### config.mk
export PLATFORM = sky130hd
export DESIGN_NAME = bus_initiator
export DESIGN_NICKNAME = d
export VERILOG_FILES = /design/src/rtl/bus_initiator.sv
export SDC_FILE = /design/constraint.sdc
export NUM_CORES = 1
export LEC_CHECK = 0
export BUFFER_PORTS_ARGS = -buffer_cell sky130_fd_sc_hd__buf_2
export CAP_MARGIN = 15
export CORE_ASPECT_RATIO = 0.75
export CORE_MARGIN = 2
export CORE_UTILIZATION = 52
export DETAILED_ROUTE_END_ITERATION = 10
export PLACE_DENSITY = 0.78
export SYNTH_ARGS = -nofsm -noshare
export SYNTH_HDL_FRONTEND = slang
export SYNTH_SLANG_ARGS = --single-unit
### constraint.sdc
create_clock -name ref_clk -period 2.7 [get_ports ref_clk]
set_input_delay 0.81 -clock ref_clk [delete_from_list [all_inputs] [get_ports ref_clk]]
set_output_delay 0.81 -clock ref_clk [all_outputs]
set_load 0.01 [all_outputs]
### src/rtl/bus_initiator.sv
// bus_initiator: turns single register requests into slow-clock strobe/ack bus cycles
//
// Ports
//   ref_clk, reset_n           system clock, asynchronous active-low reset
//   req_valid/req_ready        request handshake; req_we, req_addr, req_wdata carry the request
//   rsp_valid                  one-cycle response strobe with rsp_rdata and rsp_err
//   wb_clk                     divided bus clock (CLK_DIV ref_clk cycles per half-period)
//   wb_stb, wb_we, wb_addr,
//   wb_data_out                bus outputs, updated only on wb_clk falling ticks
//   wb_data_in, wb_ack         responder read data and acknowledge, sampled on rising ticks
//
// Optional feature: define BUS_INITIATOR_TIMEOUT_EN to abort a cycle after
// TIMEOUT_TICKS unacknowledged rising ticks and report it through rsp_err.
module bus_initiator #(
  parameter int CLK_DIV       = 6,
  parameter int TIMEOUT_TICKS = 16
) (
  input  logic       ref_clk,
  input  logic       reset_n,
  input  logic       req_valid,
  output logic       req_ready,
  input  logic       req_we,
  input  logic [1:0] req_addr,
  input  logic [7:0] req_wdata,
  output logic       rsp_valid,
  output logic [7:0] rsp_rdata,
  output logic       rsp_err,
  output logic       wb_clk,
  output logic       wb_stb,
  output logic       wb_we,
  output logic [1:0] wb_addr,
  output logic [7:0] wb_data_out,
  input  logic [7:0] wb_data_in,
  input  logic       wb_ack
);

  if (CLK_DIV < 1 || CLK_DIV > 255 || TIMEOUT_TICKS < 1 || TIMEOUT_TICKS > 255) begin : g_bad_param
    $error("bus_initiator: CLK_DIV and TIMEOUT_TICKS must lie in 1..255");
  end

  localparam logic [7:0] DIV_MAX = 8'(CLK_DIV - 1);

  typedef enum logic [2:0] {IDLE, SETUP, ACTIVE, RELEASE, DONE} state_t;

  state_t     state_q;
  logic [7:0] div_q, div_d;
  logic       wb_clk_q, wb_clk_d;
  logic       term, rise_tick, fall_tick;
  logic       we_q;
  logic [1:0] addr_q;
  logic [7:0] wdata_q;
  logic       req_ready_q, rsp_valid_q;
  logic [7:0] rsp_rdata_q;
  logic       wb_stb_q, wb_we_q;
  logic [1:0] wb_addr_q;
  logic [7:0] wb_data_q;

`ifdef BUS_INITIATOR_TIMEOUT_EN
  localparam logic [7:0] TO_MAX = 8'(TIMEOUT_TICKS - 1);
  logic [7:0] to_q;
  logic       rsp_err_q;
  assign rsp_err = rsp_err_q;
`else
  assign rsp_err = 1'b0;
`endif

  // Ticks are the ref_clk cycles in which wb_clk is about to toggle, so bus
  // updates land on the same edge as the corresponding wb_clk transition.
  always_comb begin
    term      = div_q == DIV_MAX;
    div_d     = term ? 8'd0 : div_q + 8'd1;
    wb_clk_d  = wb_clk_q ^ term;
    rise_tick = term & ~wb_clk_q;
    fall_tick = term & wb_clk_q;
  end

  always_ff @(posedge ref_clk or negedge reset_n) begin
    if (!reset_n) begin
      div_q    <= 8'd0;
      wb_clk_q <= 1'b0;
    end else begin
      div_q    <= div_d;
      wb_clk_q <= wb_clk_d;
    end
  end

  always_ff @(posedge ref_clk or negedge reset_n) begin
    if (!reset_n) begin
      state_q     <= IDLE;
      we_q        <= 1'b0;
      addr_q      <= 2'd0;
      wdata_q     <= 8'h00;
      req_ready_q <= 1'b0;
      rsp_valid_q <= 1'b0;
      rsp_rdata_q <= 8'h00;
      wb_stb_q    <= 1'b0;
      wb_we_q     <= 1'b0;
      wb_addr_q   <= 2'd0;
      wb_data_q   <= 8'h00;
`ifdef BUS_INITIATOR_TIMEOUT_EN
      to_q        <= 8'd0;
      rsp_err_q   <= 1'b0;
`endif
    end else begin
      rsp_valid_q <= 1'b0;
      case (state_q)
        IDLE: begin
          // ready comes up one edge after reset release and stays up while idle
          req_ready_q <= 1'b1;
          if (req_valid && req_ready_q) begin
            we_q        <= req_we;
            addr_q      <= req_addr;
            wdata_q     <= req_wdata;
            req_ready_q <= 1'b0;
            state_q     <= SETUP;
          end
        end
        SETUP: if (fall_tick) begin
          wb_stb_q  <= 1'b1;
          wb_we_q   <= we_q;
          wb_addr_q <= addr_q;
          wb_data_q <= we_q ? wdata_q : 8'h00;
          state_q   <= ACTIVE;
`ifdef BUS_INITIATOR_TIMEOUT_EN
          to_q      <= 8'd0;
`endif
        end
        ACTIVE: if (rise_tick) begin
          if (wb_ack) begin
            if (!we_q) rsp_rdata_q <= wb_data_in;
`ifdef BUS_INITIATOR_TIMEOUT_EN
            rsp_err_q <= 1'b0;
`endif
            state_q <= RELEASE;
          end
`ifdef BUS_INITIATOR_TIMEOUT_EN
          else if (to_q == TO_MAX) begin
            rsp_err_q   <= 1'b1;
            rsp_rdata_q <= 8'h00;
            state_q     <= RELEASE;
          end else begin
            to_q <= to_q + 8'd1;
          end
`endif
        end
        RELEASE: if (fall_tick) begin
          wb_stb_q    <= 1'b0;
          wb_we_q     <= 1'b0;
          rsp_valid_q <= 1'b1;
          state_q     <= DONE;
        end
        DONE: begin
          req_ready_q <= 1'b1;
          state_q     <= IDLE;
        end
        default: state_q <= IDLE;
      endcase
    end
  end

  assign req_ready   = req_ready_q;
  assign rsp_valid   = rsp_valid_q;
  assign rsp_rdata   = rsp_rdata_q;
  assign wb_clk      = wb_clk_q;
  assign wb_stb      = wb_stb_q;
  assign wb_we       = wb_we_q;
  assign wb_addr     = wb_addr_q;
  assign wb_data_out = wb_data_q;

endmodule

; ---- After elaboration in Yosys (flattened, before gate mapping)
; Index checks and enable logic that the tools add are counted.
[word_totals]
in_bits = 23
output_inout_bits = 24
word_cells = 55
ff_bits = 45
[op_classes]
n_addsub = 1
eq_ne = 10
n_mux = 17
reduce_logical = 9
bitwise = 5
[op_table]
columns = op, count
row1 = 8-bit two-way mux, 2
row2 = 3-bit two-way mux, 5
row3 = 3-bit case mux with 4 select lines, 1
row4 = "2-bit != test, second input constant", 5
row5 = "8-bit by 1-bit adder with 8-bit output, second input constant", 1
row6 = "8-bit by 3-bit == test with 1-bit output, second input constant", 1
row7 = "3-bit by 2-bit == test with 1-bit output, second input constant", 2
row8 = 1-bit two-way mux, 6
row9 = 1-bit case mux with 2 select lines, 3
row10 = 5-bit AND reduction, 1
row11 = 2-bit AND reduction, 2
row12 = 4-bit AND reduction, 1
row13 = 2-bit nonzero test, 2
row14 = "3-bit by 1-bit == test with 1-bit output, second input constant", 1
row15 = "3-bit == test, second input constant", 1
row16 = 3-bit logical NOT, 1
row17 = 3-bit AND reduction, 1
row18 = 1-bit AND, 2
row19 = 1-bit inverter, 2
row20 = 1-bit logical AND, 1
row21 = 1-bit bitwise XOR, 1

; ---- Depth between registers and ports, before layout
; Gate-level depths: netlist of the first run.
[depth]
word_depth = 4
depth_mapped = 9
depth_no_buf = 7

; ---- Worst setup path after synthesis of the first run
; No wires, ideal clock.
[synth_path]
kind = register to register
startpoint = reg div_q[3]
endpoint = reg rsp_rdata_q[0] (netlist: rsp_rdata[0])
synth_period_minus_slack_ps = 2233
path_buffers = 2
path_stages_with_launch = 9
setup_time_ps = 125
required_ps = 2575
t_arrival_ps = 2108
setup_slack_ps = 467
path_cell_list = dfrtp_1 -> nor4b_1 -> and3_1 -> clkbuf_1 -> ha_1 -> nand2_1 -> or4_4 -> buf_6 -> mux2_4
[synth_between]
elab_chain_cells = 3
[synth_lines]
columns = item, line_no
row1 = start: declaration, 46  ; logic [7:0] div_q, div_d;
row2 = start signal: assignment, 82  ; div_q <= div_d;
row3 = 8-bit by 3-bit == test with 1-bit output, 70  ; term = div_q == DIV_MAX;
row4 = 1-bit AND, 73  ; rise_tick = term & ~wb_clk_q;
row5 = 4-bit AND reduction (no line), n/a
row6 = end signal: assignment, 130  ; if (!we_q) rsp_rdata_q <= wb_data_in;
row7 = end: declaration, 53  ; logic [7:0] rsp_rdata_q;
; Every way passes these cells.
; A chain may end at the register's enable or synchronous reset.

; ---- Final worst setup path of the first run
; Same ends and word-level chain as after synthesis.

==> results.ini, run 1 <==
[placed_design]
place_inst = 231
port-buffer-count = 45
dp_hpwl_mm = 2.52
gp_congestion = 0.833

[synth]
ys_warn_count = 0
yosysSeqAreaShare = 0.594
syn-mean-instance-area_um2 = 12.5
synth_fp_nets = 180
synth_edf_count = 0
yosysTopAreaCell = dfrtp_1
synth_area_leaders = dfrtp_1 (59%), mux2_1 (6.5%), mux2_4 (6.3%)
synth_area_um2 = 1890
syn_inst = 152
synth_top_area_share = 0.594
yosys.cell_types.count = 28
synth_common_cells = dfrtp_1 (45), nand2_1 (25), mux2_1 (11), nor2_1 (11), o21ai_0 (9)
yosysMostFrequentCell = dfrtp_1
ys_ff_latch = 45
synth-main-ff-cell = dfrtp_1
async_flop_share = 1.00

[detailed_routing]
top_layer = met4
drt_wl_total_mm = 3.51
drt_iter0_markers = 83
vias_per_cell = 5.26
via_count = 1257
wire_per_inst_um = 14.7
wl_met1_mm = 1.62
drtAntennaViolNets = 0
met3_length_um = 160
first_pass_iters = 4
met2_wirelength_mm = 1.66
drc_errors = 0

[setup_path]
crit_path_max_fanout = 8
reg2reg_depth = 6
ff2ff_setup_slack_ps = 380
r2r-start = div_q[3]$_DFF_PN0_
r2r-end = rsp_rdata[0]$_DFFE_PN0P_
crit_arrival_ps = 2510
critPathRequiredTime_ps = 2890
path_class = reg2reg
critical_path.startpoint_type = flop
crit_path_end_kind = flop

[min_path]
worstHoldStart = wb_data_out[7]$_DFFE_PN0P_
min_to = wb_data_out[7]$_DFFE_PN0P_
hold_path.class = reg2reg
whs_path_depth = 2

[power_and_ir_drop]
sw_frac_of_total = 0.301
pwr-share-seq = 0.502
p_sw_uw = 621
vdd_drop_max_mv = 0.482
pwr-share-clk = 0.255
p_int_mw = 1.44
design_power_total_mw = 2.07
power_density_nw_per_um2 = 914
p_leak_nw = 1.18
power_frac_comb = 0.243

[sta]
hold_violations = 0
fmax_mhz = 431
tns_ps = 0
relSlewSlack = 0.367
fin_crit_sh = 0.859
worst_pin_slew_ps = 949
min_period_ps = 2320
drv_slew = 0
setup_viol = 0
finClkSkew_ps = 10.5
rsz0062_at_grt = no

[global_route]
grt_max_degree = 46
overflow = 0
grt_pass1_vias = 1280
grt_pass1_wl_mm = 5.92
grt_usage = 0.192
antenna_found_initial = 0

[cells_and_area]
area_growth_pct = 19.2
fin_cells = 239
antenna_cells = 0
final_net_count = 226
drive_gt1_frac = 0.347

[clock_network]
path_clk_slew_ps = 90
htreeDepth = 2
clock-sinks = 45
clk_latency_ps = 300
ctsResizeCount = 0
postCtsSetupBuffers = 0
cts_buffers = 5
cts_buffer_depth = 2
cts_tree = done
hold_buffers = 0
cts_root_buf = clkbuf_8

[floorplan]
ios = 47
die-area_um2 = 4150
start_util = 0.561
core_area_um2 = 3380
dieHeight_um = 56.3
die_width_um = 73.7
rows = 18

[run]
maxCapViolCount = 0

[outcome]
status = completed

==> metrics by stage <==
step / worst slack (ps) / util / hold slack [ps] / area (µm²)
finish: 381 / 0.669 / 479 / 2260
floorplan: 467 / - / 443 / 1890
CTS: 365 / 0.669 / 487 / 2260
global route: 179 / 0.669 / 512 / 2260
global placement: 521 / 0.633 / 456 / 2140
detailed placement: 368 / 0.633 / 467 / 2140
==> cells in the final DEF (no fill, tap or decap) <==
| cell | Yosys | final |
|---|---|---|
| dfrtp_1 | 45 | 45 |
| buf_2 | 1 | 45 |
| nand2_1 | 25 | 25 |
| nor2_1 | 11 | 11 |
| mux2_1 | 11 | 11 |
| o21ai_0 | 9 | 9 |
| mux2_4 | 8 | 8 |
| clkbuf_8 | 0 | 6 |
| inv_1 | 5 | 5 |
| ha_1 | 5 | 5 |
| nand3_1 | 4 | 4 |
| xnor2_1 | 3 | 3 |
| xor2_1 | 3 | 3 |
| and3_1 | 2 | 2 |
| mux2_2 | 2 | 2 |
| buf_4 | 2 | 2 |
| nor4b_1 | 1 | 1 |
| nor3_1 | 1 | 1 |
| nand2b_4 | 1 | 1 |
| nor4_2 | 1 | 1 |
| or4_4 | 1 | 1 |
| nand4bb_1 | 1 | 1 |
| nand4b_1 | 1 | 1 |
| or2_0 | 1 | 1 |
| a21oi_1 | 1 | 1 |
| mux4_2 | 1 | 1 |
| conb_1 | 1 | 1 |
| bufinv_16 | 0 | 1 |
| clkinvlp_4 | 0 | 1 |
==> area by class of cell <==
class | count | area (µm²)
multi-input cells | 94 | 703
clock inverters | 2 | 37.5
repair buffers | 47 | 240
well taps | 40 | 50.0
flip-flops and latches | 45 | 1130
clock buffers | 6 | 82.6
inverters | 5 | 18.8
fillers | 257 | 1120
==> worst max-delay path by stage <==
stage	start	end	slack, ps
6_report	div_q[3]$_DFF_PN0_	rsp_rdata[0]$_DFFE_PN0P_	380
4_1_cts	div_q[3]$_DFF_PN0_	rsp_rdata[0]$_DFFE_PN0P_	360
3_5_place_dp	div_q[3]$_DFF_PN0_	rsp_rdata[3]$_DFFE_PN0P_	370
3_3_place_gp	div_q[3]$_DFF_PN0_	rsp_rdata[5]$_DFFE_PN0P_	520
5_1_grt	div_q[3]$_DFF_PN0_	wb_data_out[5]$_DFFE_PN0P_	180
2_1_floorplan	div_q[3]$_DFF_PN0_	rsp_rdata[0]$_DFFE_PN0P_	470
==> worst max-delay path: stages (launching register included) <==
cell,delay (ps)
dfrtp_1,440
nor4b_1,310
and3_1,340
ha_1,190
nand2_1,60
or4_4,530
mux2_4,340
==> sequential cells by signal (all words and copies together) (netlist names) <==
| register | flops |
|---|---|
| div_q | 8 |
| rsp_rdata | 8 |
| wb_data_out | 8 |
| wdata_q | 8 |
| state_q | 3 |
| addr_q | 2 |
| wb_addr | 2 |
| req_ready | 1 |
| rsp_valid | 1 |
| wb_clk | 1 |
| wb_stb | 1 |
| wb_we | 1 |
| we_q | 1 |
==> power groups by stage <==
| stage | combinational, mW | clock, mW | sequential [mW] |
|---|---|---|---|
| 6_report | 0.502 | 0.526 | 1.04 |
| 5_1_grt | 0.560 | 0.569 | 1.07 |
| 4_1_cts | 0.514 | 0.539 | 1.04 |
| 3_5_place_dp | 0.509 | 0 | 1.05 |
| 3_3_place_gp | 0.485 | 0 | 1.03 |
| 2_1_floorplan | 0.288 | 0 | 1.04 |
==> per-layer routing <==
metal,up-vias,global-route usage
met5,-,0
met4,0,0.106
met3,8,0.0467
met2,36,0.291
met1,622,0.254
li1,591,-
==> cells by family after synthesis <==
group,share of synthesized area
AO/OA/AOI/OAI,0.0264
XOR/XNOR,0.0277
adder cells (fa/ha/maj),0.0330
buffers and inverters,0.0343
flip-flops,0.594
multiplexers,0.153
other,0.00198
AND/OR/NAND/NOR,0.129
Power figures use the tool's default switching activity.
==> run 2: changes to the inputs <==
--- a/config.mk
+++ b/config.mk
@@ -11,7 +11,8 @@
 export CORE_MARGIN = 2
 export CORE_UTILIZATION = 52
 export DETAILED_ROUTE_END_ITERATION = 10
-export PLACE_DENSITY = 0.78
+export HOLD_SLACK_MARGIN = 0.05
+export PLACE_DENSITY_LB_ADDON = 0.12
 export SYNTH_ARGS = -nofsm -noshare
 export SYNTH_HDL_FRONTEND = slang
 export SYNTH_SLANG_ARGS = --single-unit
==> run 2 against run 1 <==
Non-clock buffer count grew 2. Utilization about the same. Critical path depth did not move. Critical endpoint is now rsp_rdata[6]$_DFFE_PN0P_. Largest cell class unchanged. Largest power group unchanged. Highest routed layer unchanged.
==> results.ini, run 2 (same netlist as run 1, synthesis figures left out) <==
[detailed_routing]
drt_wl_total_mm = 3.27
drt_iter0_markers = 39
first_pass_iters = 4
drc_errors = 0
drtAntennaViolNets = 0
via_count = 1198
vias_per_cell = 4.99
wire_per_inst_um = 13.6

[global_route]
grt_usage = 0.173
grt_max_degree = 18
use_met1 = 0.228
antenna_found_initial = 0
overflow = 0
busiest_layer = met2
use_met2 = 0.267
grt_pass1_wl_mm = 5.41
use_met3 = 0.0610
grt_pass1_vias = 1213

[power_and_ir_drop]
pwr-share-clk = 0.234
p_sw_uw = 581
power_frac_comb = 0.252
design_power_total_mw = 1.99
p_leak_nw = 1.19
sw_frac_of_total = 0.291
vdd_drop_max_mv = 0.641
pwr-share-seq = 0.514
power_density_nw_per_um2 = 884
p_int_mw = 1.41

[placed_design]
gp_congestion = 0.749
dpl_cell_area_um2 = 2150
dp_hpwl_mm = 2.55
place_inst = 233
port-buffer-count = 45

[cells_and_area]
finalInstanceArea_um2 = 2260
final_net_count = 228
drive_gt1_frac = 0.350
mostFrequentLayoutCells = dfrtp_1 (45), buf_2 (45), nand2_1 (25)
area_growth_pct = 19.2
antenna_cells = 0
fin_cells = 240
fillers = 262

[setup_path]
r2r-end = rsp_rdata[6]$_DFFE_PN0P_
crit_cells = 6
crit_path_max_fanout = 8
critPathMaxStageDelay_ps = 530
slowest_stage = or4_4
path_class = reg2reg
crit_arrival_ps = 2510
path_buf_inv = 0
ff2ff_setup_slack_ps = 370
reg2reg_depth = 6
r2r-start = div_q[3]$_DFF_PN0_
path_cells = nor4b_1 -> and3_1 -> ha_1 -> nand2_1 -> or4_4 -> mux2_4
critPathRequiredTime_ps = 2880
crit_family = simple AND/OR/NAND/NOR gates
crit_path_end_kind = flop
critical_path.startpoint_type = flop

[min_path]
hold_path.class = in2async

[outcome]
status = completed

[clock_network]
clock-sinks = 45
cts_root_buf = clkbuf_8
postCtsSetupBuffers = 0
path_clk_slew_ps = 80
ctsResizeCount = 0
htreeDepth = 2
cts_buffers = 5
hold_buffers = 0
cts_tree = done
clk_latency_ps = 290
cts_buffer_depth = 2

[sta]
rsz0062_at_grt = no
fin_crit_sh = 0.864
drv_slew = 0
tns_ps = 0
setup_viol = 0
finClkSkew_ps = 7.24
fmax_mhz = 429
hold_violations = 0
min_period_ps = 2330

[floorplan]
dieHeight_um = 56.3
start_util = 0.561
ios = 47
core_area_um2 = 3380
rows = 18
die_width_um = 73.7
die-area_um2 = 4150

[run]
maxCapViolCount = 0

[run 2: routing by layer]
| layer | share of wire | wire length (µm) |
|---|---|---|
| met1 | 0.49 | 1590 |
| met2 | 0.44 | 1440 |
| met3 | 0.061 | 199 |
| met4 | 0.0092 | 30 |
| met5 | 0 | 0 |
[run 2: final cells by class]
class,instances,area (µm²),share of cell area
Timing Repair Buffer,49,255,0.113
Multi-Input combinational cell,94,703,0.312
Clock buffer,5,68.8,0.0305
Tap cell,40,50.0,0.0222
Clock inverter,2,35.0,0.0155
Sequential cell,45,1130,0.499
Inverter,5,18.8,0.00831
[run 2: power by group through the flow]
stage	logic (mW)	registers [mW]	clock network, mW
floorplan	0.288	1.04	0
global placement	0.491	1.03	0
detailed placement	0.515	1.04	0
CTS	0.515	1.03	0.486
global route	0.565	1.06	0.516
finish	0.503	1.03	0.467
[run 2: worst max-delay path by stage]
stage                            start                        to  slack (ps)
global placement    div_q[3]$_DFF_PN0_  rsp_rdata[0]$_DFFE_PN0P_         510
CTS                 div_q[3]$_DFF_PN0_  rsp_rdata[6]$_DFFE_PN0P_         370
detailed placement  div_q[3]$_DFF_PN0_  rsp_rdata[6]$_DFFE_PN0P_         380
finish              div_q[3]$_DFF_PN0_  rsp_rdata[6]$_DFFE_PN0P_         370
floorplan           div_q[3]$_DFF_PN0_  rsp_rdata[0]$_DFFE_PN0P_         470
global route        div_q[3]$_DFF_PN0_  rsp_rdata[0]$_DFFE_PN0P_         280
[run 2: worst register-to-register path, cell delays in order, from the launching register on]
cell	delay, ps
dfrtp_1	430
nor4b_1	300
and3_1	340
ha_1	210
nand2_1	90
or4_4	530
mux2_4	340
[run 2: metrics by stage]
stage | utilization | hold slack, ps | setup slack [ps]
2_1_floorplan | - | 443 | 467
4_1_cts | 0.668 | 380 | 368
6_report | 0.668 | 380 | 367
3_3_place_gp | 0.637 | 455 | 514
3_5_place_dp | 0.637 | 466 | 385
5_1_grt | 0.668 | 385 | 277
